--- src/rtl/ycbcr_pkg.sv ---
// Shared constants and clamp helper for the YCbCr -> RGB888 conversion path.
// Coefficients are BT.601 full-range (JPEG) scaled by 256.
package ycbcr_pkg;
  localparam int PIX_W    = 8;
  localparam int CB_W     = 9;
  localparam int YS_W     = 17;
  localparam int PRD_W    = 18;
  localparam int SUM_W    = 19;
  localparam int TMG_W    = 3;
  localparam int OUT_W    = TMG_W + 3*PIX_W;
  localparam int CONV_LAT = 4;

  localparam int KR_CR  = 359;
  localparam int KG_CB  = 88;
  localparam int KG_CR  = 183;
  localparam int KB_CB  = 454;
  localparam int OFFSET = 128;
  localparam int RND    = 128;

  // Drop the 8 fraction bits, then saturate to [0,255].
  function automatic logic [PIX_W-1:0] clamp_pix(input logic signed [SUM_W-1:0] v);
    logic signed [SUM_W-1:0] s;
    s = v >>> 8;
    if (s[SUM_W-1])               return '0;
    else if (|s[SUM_W-2:PIX_W])   return '1;
    else                          return s[PIX_W-1:0];
  endfunction
endpackage

--- src/rtl/sync_shift.sv ---
// Async-reset delay line: DEPTH register stages of WIDTH bits (DEPTH >= 1).
module sync_shift #(
  parameter int DEPTH = 4,
  parameter int WIDTH = 3
) (
  input  logic             clk,
  input  logic             rst_n,
  input  logic [WIDTH-1:0] din,
  output logic [WIDTH-1:0] dout
);
  logic [DEPTH-1:0][WIDTH-1:0] pipe;

  always_ff @(posedge clk or negedge rst_n) begin
    if (!rst_n) begin
      pipe <= '0;
    end else begin
      pipe[0] <= din;
      for (int i = 1; i < DEPTH; i++) pipe[i] <= pipe[i-1];
    end
  end

  assign dout = pipe[DEPTH-1];
endmodule

--- src/rtl/ycbcr_to_rgb.sv ---
// 4-stage YCbCr -> RGB888 converter with timing signals delayed to match,
// plus optional EXTRA_DLY alignment stages on all 27 output bits.
module ycbcr_to_rgb
  import ycbcr_pkg::*;
#(
  parameter int EXTRA_DLY = 0
) (
  input  logic             clk,
  input  logic             rst_n,
  input  logic             in_de,
  input  logic             in_hsync,
  input  logic             in_vsync,
  input  logic [PIX_W-1:0] in_Y,
  input  logic [PIX_W-1:0] in_Cb,
  input  logic [PIX_W-1:0] in_Cr,
  output logic             out_de,
  output logic             out_hsync,
  output logic             out_vsync,
  output logic [PIX_W-1:0] out_R,
  output logic [PIX_W-1:0] out_G,
  output logic [PIX_W-1:0] out_B
);
  localparam logic signed [CB_W-1:0]  OFFS  = CB_W'(OFFSET);
  localparam logic signed [PRD_W-1:0] K_RCR = PRD_W'(KR_CR);
  localparam logic signed [PRD_W-1:0] K_GCB = PRD_W'(KG_CB);
  localparam logic signed [PRD_W-1:0] K_GCR = PRD_W'(KG_CR);
  localparam logic signed [PRD_W-1:0] K_BCB = PRD_W'(KB_CB);
  localparam logic signed [SUM_W-1:0] RND_S = SUM_W'(RND);

  logic signed [CB_W-1:0]  cb_s1, cr_s1;
  logic signed [YS_W-1:0]  ys_s1, ys_s2;
  logic signed [PRD_W-1:0] p_rcr, p_gcb, p_gcr, p_bcb;
  logic signed [SUM_W-1:0] r_s3, g_s3, b_s3;
  logic [PIX_W-1:0]        r_q, g_q, b_q;
  logic [TMG_W-1:0]        tmg_q;
  // de aligned with each datapath stage, used only for blanking at the clamp
  logic [CONV_LAT-1:1]     vld_pipe;

  always_ff @(posedge clk or negedge rst_n) begin
    if (!rst_n) begin
      cb_s1 <= '0; cr_s1 <= '0; ys_s1 <= '0; ys_s2 <= '0;
      p_rcr <= '0; p_gcb <= '0; p_gcr <= '0; p_bcb <= '0;
      r_s3  <= '0; g_s3  <= '0; b_s3  <= '0;
      r_q   <= '0; g_q   <= '0; b_q   <= '0;
      vld_pipe <= '0;
    end else begin
      vld_pipe <= {vld_pipe[CONV_LAT-2:1], in_de};
      // S1: centre chroma, scale luma
      cb_s1 <= $signed({1'b0, in_Cb}) - OFFS;
      cr_s1 <= $signed({1'b0, in_Cr}) - OFFS;
      ys_s1 <= {1'b0, in_Y, 8'b0};
      // S2: products
      p_rcr <= K_RCR * PRD_W'(cr_s1);
      p_gcb <= K_GCB * PRD_W'(cb_s1);
      p_gcr <= K_GCR * PRD_W'(cr_s1);
      p_bcb <= K_BCB * PRD_W'(cb_s1);
      ys_s2 <= ys_s1;
      // S3: sums with rounding
      r_s3 <= SUM_W'(ys_s2) + SUM_W'(p_rcr) + RND_S;
      g_s3 <= SUM_W'(ys_s2) - SUM_W'(p_gcb) - SUM_W'(p_gcr) + RND_S;
      b_s3 <= SUM_W'(ys_s2) + SUM_W'(p_bcb) + RND_S;
      // S4: clamp, forced black outside active video
      if (vld_pipe[CONV_LAT-1]) begin
        r_q <= clamp_pix(r_s3);
        g_q <= clamp_pix(g_s3);
        b_q <= clamp_pix(b_s3);
      end else begin
        r_q <= '0; g_q <= '0; b_q <= '0;
      end
    end
  end

  sync_shift #(.DEPTH(CONV_LAT), .WIDTH(TMG_W)) u_tmg_shift (
    .clk  (clk),
    .rst_n(rst_n),
    .din  ({in_de, in_hsync, in_vsync}),
    .dout (tmg_q)
  );

  generate
    if (EXTRA_DLY > 0) begin : g_extra
      logic [OUT_W-1:0] dly_q;
      sync_shift #(.DEPTH(EXTRA_DLY), .WIDTH(OUT_W)) u_out_shift (
        .clk  (clk),
        .rst_n(rst_n),
        .din  ({tmg_q, r_q, g_q, b_q}),
        .dout (dly_q)
      );
      assign {out_de, out_hsync, out_vsync, out_R, out_G, out_B} = dly_q;
    end else begin : g_direct
      assign {out_de, out_hsync, out_vsync, out_R, out_G, out_B} = {tmg_q, r_q, g_q, b_q};
    end
  endgenerate
endmodule
--- config.mk ---
export PLATFORM = sky130hd
export DESIGN_NAME = ycbcr_to_rgb
export DESIGN_NICKNAME = d
export VERILOG_FILES = /design/src/rtl/ycbcr_pkg.sv /design/src/rtl/sync_shift.sv /design/src/rtl/ycbcr_to_rgb.sv
export SDC_FILE = /design/constraint.sdc
export NUM_CORES = 1
export LEC_CHECK = 0
export BUFFER_PORTS_ARGS = -buffer_cell sky130_fd_sc_hd__clkbuf_2
export CELL_PAD_IN_SITES_DETAIL_PLACEMENT = 0
export CELL_PAD_IN_SITES_GLOBAL_PLACEMENT = 1
export CORE_ASPECT_RATIO = 0.8
export CORE_UTILIZATION = 30
export DETAILED_ROUTE_END_ITERATION = 8
export PLACE_DENSITY = 0.62
export SLEW_MARGIN = 0
export SYNTH_ARGS = -nofsm -noshare
export SYNTH_HDL_FRONTEND = slang
export SYNTH_SLANG_ARGS = --single-unit
--- constraint.sdc ---
create_clock -name clk -period 5.45 [get_ports clk]
set_input_delay 1.09 -clock clk [delete_from_list [all_inputs] [get_ports clk]]
set_output_delay 1.09 -clock clk [all_outputs]
set_load 0.01 [all_outputs]
==> impl_summary.txt <==
----------------------------------------------------
[Final layout]
  Net count reported at finish ... between 1,000 and 1,500
  Number of diodes ... 0
  Final core utilization ... between 30% and 40%
  Highest-count cells in the layout ignoring fill and taps ... 192 x sky130_fd_sc_hd__ha_1, 182 x sky130_fd_sc_hd__inv_1, 155 x sky130_fd_sc_hd__dfrtp_1, 68 x sky130_fd_sc_hd__fa_1, 54 x sky130_fd_sc_hd__clkbuf_2
  Most common library cell in the layout ignoring fill and taps ... sky130_fd_sc_hd__ha_1
  Layout area overhead ... 13.43%
  Share of cells above drive strength 1 ... 9.395%

[Setup path]
  Category of the worst setup path capture point ... flip-flop
  Data required time of the critical path ... 5.80 ns
  R2r worst-path depth ... 16
  Class of the most critical setup path ... reg2reg
  Slowest library cell on the worst path ... sky130_fd_sc_hd__dfrtp_1
  CP bufs+invs ... 4
  Delay of the slowest critical-path stage ... roughly 0.54 ns
  FF-to-FF Start ... cr_s1[1]$_DFF_PN0_
  Startpoint type of the worst setup path ... flip-flop
  End of the worst register-to-register path ... p_rcr[15]$_DFF_PN0_
  Largest fanout on the critical path ... 7
  Data arrival time at the worst-slack endpoint ... about 5.2 ns
  CP top delay family ... adder cells
  Worst path cell trace ... inv_1 > ha_1 > inv_1 > fa_1 > inv_1 > fa_1 > inv_1 > fa_1 > fa_1 > ha_1 > nor3_1 > a2111oi_4 > a311oi_2 > a21oi_1 > a21oi_1 > xnor2_1
  Setup slack on the worst flop-to-flop path ... about 0.64 ns

[CTS]
  Buffer count from post-CTS setup fixing ... 0
  Clock latency on the worst-skew pair ... 0.43 ns
  Maximum level of the CTS H-tree ... 4
  TritonCTS clock tree ... built
  Worst-case clock buffer depth ... 2
  Clock slew at the register clock pins of the worst setup and hold paths ... 0.07 ns
  CTS sink count ... roughly 160
  Number of cells upsized or downsized after cts ... 0
  Number of buffers created by CTS ... 17
  # hold bufs at CTS ... 0
  Cell chosen for the clock root ... sky130_fd_sc_hd__clkbuf_16

[Power]
  Leakage Power ... between 6 and 7 nW
  Power density cells ... 517.0 nW/um2
  Largest vdd supply drop ... around 240 uV

[Synthesis]
  Number of synthesized register bits ... 155
  Post-synth EDFFs ... 0
  Nets in the synthesized netlist ... between 1,000 and 1,500
  Most frequently used flop master after synthesis ... sky130_fd_sc_hd__dfrtp_1
  Fraction of registers with async set/reset ... 100.0%
  Count of synthesis-stage warnings from yosys ... 0
  Post-synthesis cell type count ... 58
  Post-Syn Instances ... ~990
  Mean instance size in the synthesized netlist ... between 10 and 15 um2
  Cell area after technology mapping ... roughly 11,000 um2
  Proportion of synthesized chip area in sequential cells ... about 36%

[Timing]
  Setup total negative slack ... 0 ns
  Final hold violation count ... 0
  Setup repair after global routing missed its margin ... no
  Max frequency ... 0.2080 GHz
  Final period demand of the worst path ... slightly below 5 ns
  Count of final max-slew check failures ... 0
  Transition time at the pin with the least slew margin ... around 0.76 ns
  Setup WS post-layout ... roughly 0.64 ns
  Headroom to the max-slew limit ... 49.33%
  Final period util ... between 80 and 90%
  Setup violation total in the final timing report ... 0
  Layout Skew ... approximately 0.022 ns

[GRT]
  Global-route total usage across every layer ... between 10% and 20%
  Global-route wire length before repair ... ~38 mm
  Global-route congestion overflow total ... 0
  Maximum number of pins on one net before global-route repair ... slightly above 80
  Via count of the first global-routing pass ... slightly below 7,000
  Antenna violations before repair ... 0

[Min path]
  Min-delay src ... vld_pipe[2]$_DFF_PN0_
  Tightest Hold Check Type ... reg2reg
  Hold Path Cell Cnt ... 0
  Hold path endpoint ... vld_pipe[3]$_DFF_PN0_

[Die]
  Effective utilization at floorplan ... a little under a third
  Row count ... 62
  Die Span Y ... roughly 170 um
  Chip width ... 215.1 um
  Core outline area ... 35,840 um2
  Number of placed I/O pins ... 56
  Die Outline Area ... 37,110 um2

[Status]
  Status ... completed

[Detailed routing]
  Total length of routed wires ... approximately 23 mm
  Routed Antenna Nets ... 0
  Overall via count from detail_route ... roughly 6,800
  Residual DRC ... 0
  Initial DRC count ... approximately 300
  Number of iterations in the first detailed-routing pass ... 4
  Routed via count divided by cell count ... around 4.3
  Average wire length per cell after detail routing ... roughly 15 um

[Placement]
  Post-Place Worst Slack ... between 0.6 and 0.7 ns
  Gp weighted congestion ... 0.8232
  Count of buffers inserted at the top-level ports ... 55
  Detail Placement HPWL ... around 19 mm

[Flow run]
  # Max-Cap Violations ... 0

----------------------------------------------------
==> worst max path at each step <==
stage	start	to	slack, ns	cells after the start
after floorplan	cr_s1[7]$_DFF_PN0_	p_rcr[15]$_DFF_PN0_	0.91	15
after CTS	cr_s1[1]$_DFF_PN0_	p_rcr[15]$_DFF_PN0_	0.61	16
after detailed placement	cr_s1[1]$_DFF_PN0_	p_rcr[15]$_DFF_PN0_	0.63	16
after global placement	cr_s1[1]$_DFF_PN0_	p_rcr[15]$_DFF_PN0_	0.77	16
final	cr_s1[1]$_DFF_PN0_	p_rcr[15]$_DFF_PN0_	0.64	16
after global routing	cr_s1[1]$_DFF_PN0_	p_rcr[15]$_DFF_PN0_	0.38	16
==> kinds of logic after synthesis <==
| logic type | Yosys count | share of synthesized area (%) |
|---|---|---|
| XOR/XNOR | 66 | 5.302 |
| AND/OR/NAND/NOR | 147 | 6.703 |
| multiplexers | 4 | 0.3673 |
| AO/OA/AOI/OAI | 170 | 10.94 |
| adder cells (fa/ha/maj) | 260 | 34.52 |
| flip-flops | 155 | 35.58 |
| buffers and inverters | 191 | 6.588 |
==> cell type report <==
type / count / area (um2)
Clock buffer: 17 / 425.4
Inverter: 183 / 688.2
Tap cell: 480 / 600.6
Multi-Input combinational cell: 647 / 6305
Clock inverter: 15 / 163.9
Fill cell: 3657 / 23470
Timing Repair Buffer: 58 / 304.0
Sequential cell: 155 / 3879
==> flip-flops by register name, indices dropped and copies added, names as in the netlist <==
| register | cells |
|---|---|
| u_tmg_shift.dout | 3 |
| p_bcb | 14 |
| p_rcr | 11 |
| out_R | 8 |
| p_gcb | 11 |
| p_gcr | 18 |
| cb_s1 | 8 |
| ys_s1 | 8 |
| cr_s1 | 8 |
| b_s3 | 11 |
| r_s3 | 11 |
| ys_s2 | 8 |
| g_s3 | 11 |
| out_B | 8 |
| u_tmg_shift.pipe | 6 |
| out_G | 8 |
| vld_pipe | 3 |
==> worst reg2reg max path, delay by kind of cell, from the launching register on <==
family	cells	cell delay (ns)
xor gates and xnor gates	1	0.13
buffers and inverters	4	0.28
and+or+nand+nor	1	0.44
AOI/OAI and AO/OA	4	0.91
DFF	1	0.54
adders and majority gates	6	2.43
==> metal layers <==
layer | up-vias | routed length (um) | part of all wire [%] | GRT usage (%)
met2 | 102 | 9322 | 41 | 18.16
li1 | 3448 | - | - | -
met4 | 0 | 176 | 0.77 | 2.837
met5 | - | 0 | 0 | 0
met3 | 10 | 671 | 2.9 | 2.440
met1 | 3200 | 12660 | 55 | 20.79
==> synthesized netlist by cell type, types with 4 or more instances <==
| cell type | number | area share [%] |
|---|---|---|
| sky130_fd_sc_hd__a211oi_1 | 8 | 0.55 |
| sky130_fd_sc_hd__a21o_1 | 11 | 0.76 |
| sky130_fd_sc_hd__a21oi_1 | 34 | 1.6 |
| sky130_fd_sc_hd__a31oi_1 | 4 | 0.23 |
| sky130_fd_sc_hd__and3_1 | 4 | 0.23 |
| sky130_fd_sc_hd__clkbuf_1 | 8 | 0.28 |
| sky130_fd_sc_hd__dfrtp_1 | 155 | 36 |
| sky130_fd_sc_hd__fa_1 | 68 | 12 |
| sky130_fd_sc_hd__ha_1 | 192 | 22 |
| sky130_fd_sc_hd__inv_1 | 182 | 6.3 |
| sky130_fd_sc_hd__mux2i_1 | 4 | 0.37 |
| sky130_fd_sc_hd__nand2_1 | 21 | 0.72 |
| sky130_fd_sc_hd__nand2b_1 | 7 | 0.40 |
| sky130_fd_sc_hd__nand3_1 | 11 | 0.50 |
| sky130_fd_sc_hd__nor2_1 | 48 | 1.7 |
| sky130_fd_sc_hd__nor2b_1 | 13 | 0.75 |
| sky130_fd_sc_hd__nor3_1 | 18 | 0.83 |
| sky130_fd_sc_hd__o21a_1 | 37 | 2.5 |
| sky130_fd_sc_hd__o21ai_0 | 8 | 0.37 |
| sky130_fd_sc_hd__o21ai_1 | 18 | 0.83 |
| sky130_fd_sc_hd__o21bai_1 | 10 | 0.69 |
| sky130_fd_sc_hd__o31ai_1 | 5 | 0.34 |
| sky130_fd_sc_hd__or2_1 | 4 | 0.23 |
| sky130_fd_sc_hd__or2_2 | 5 | 0.29 |
| sky130_fd_sc_hd__xnor2_1 | 46 | 3.7 |
| sky130_fd_sc_hd__xor2_1 | 20 | 1.6 |
==> power breakdown <==
group / switching [mW] / total, mW / internal (mW)
logic: 2.00 / 3.51 / 1.51
registers: 0.151 / 1.70 / 1.55
clock network: 0.565 / 1.18 / 0.617
==> through the flow <==
stage	instance area [um2]	power, mW	hold WS, ns	std cells
final	12370	6.392	0.3498	1555
after detailed placement	11780	5.235	0.3347	1523
after global routing	12370	7.023	0.3545	1555
after floorplan	10900	4.344	0.3312	993
after CTS	12370	6.479	0.3520	1555
after global placement	11780	5.245	0.3344	1523
(Power assumes the default switching activity.)
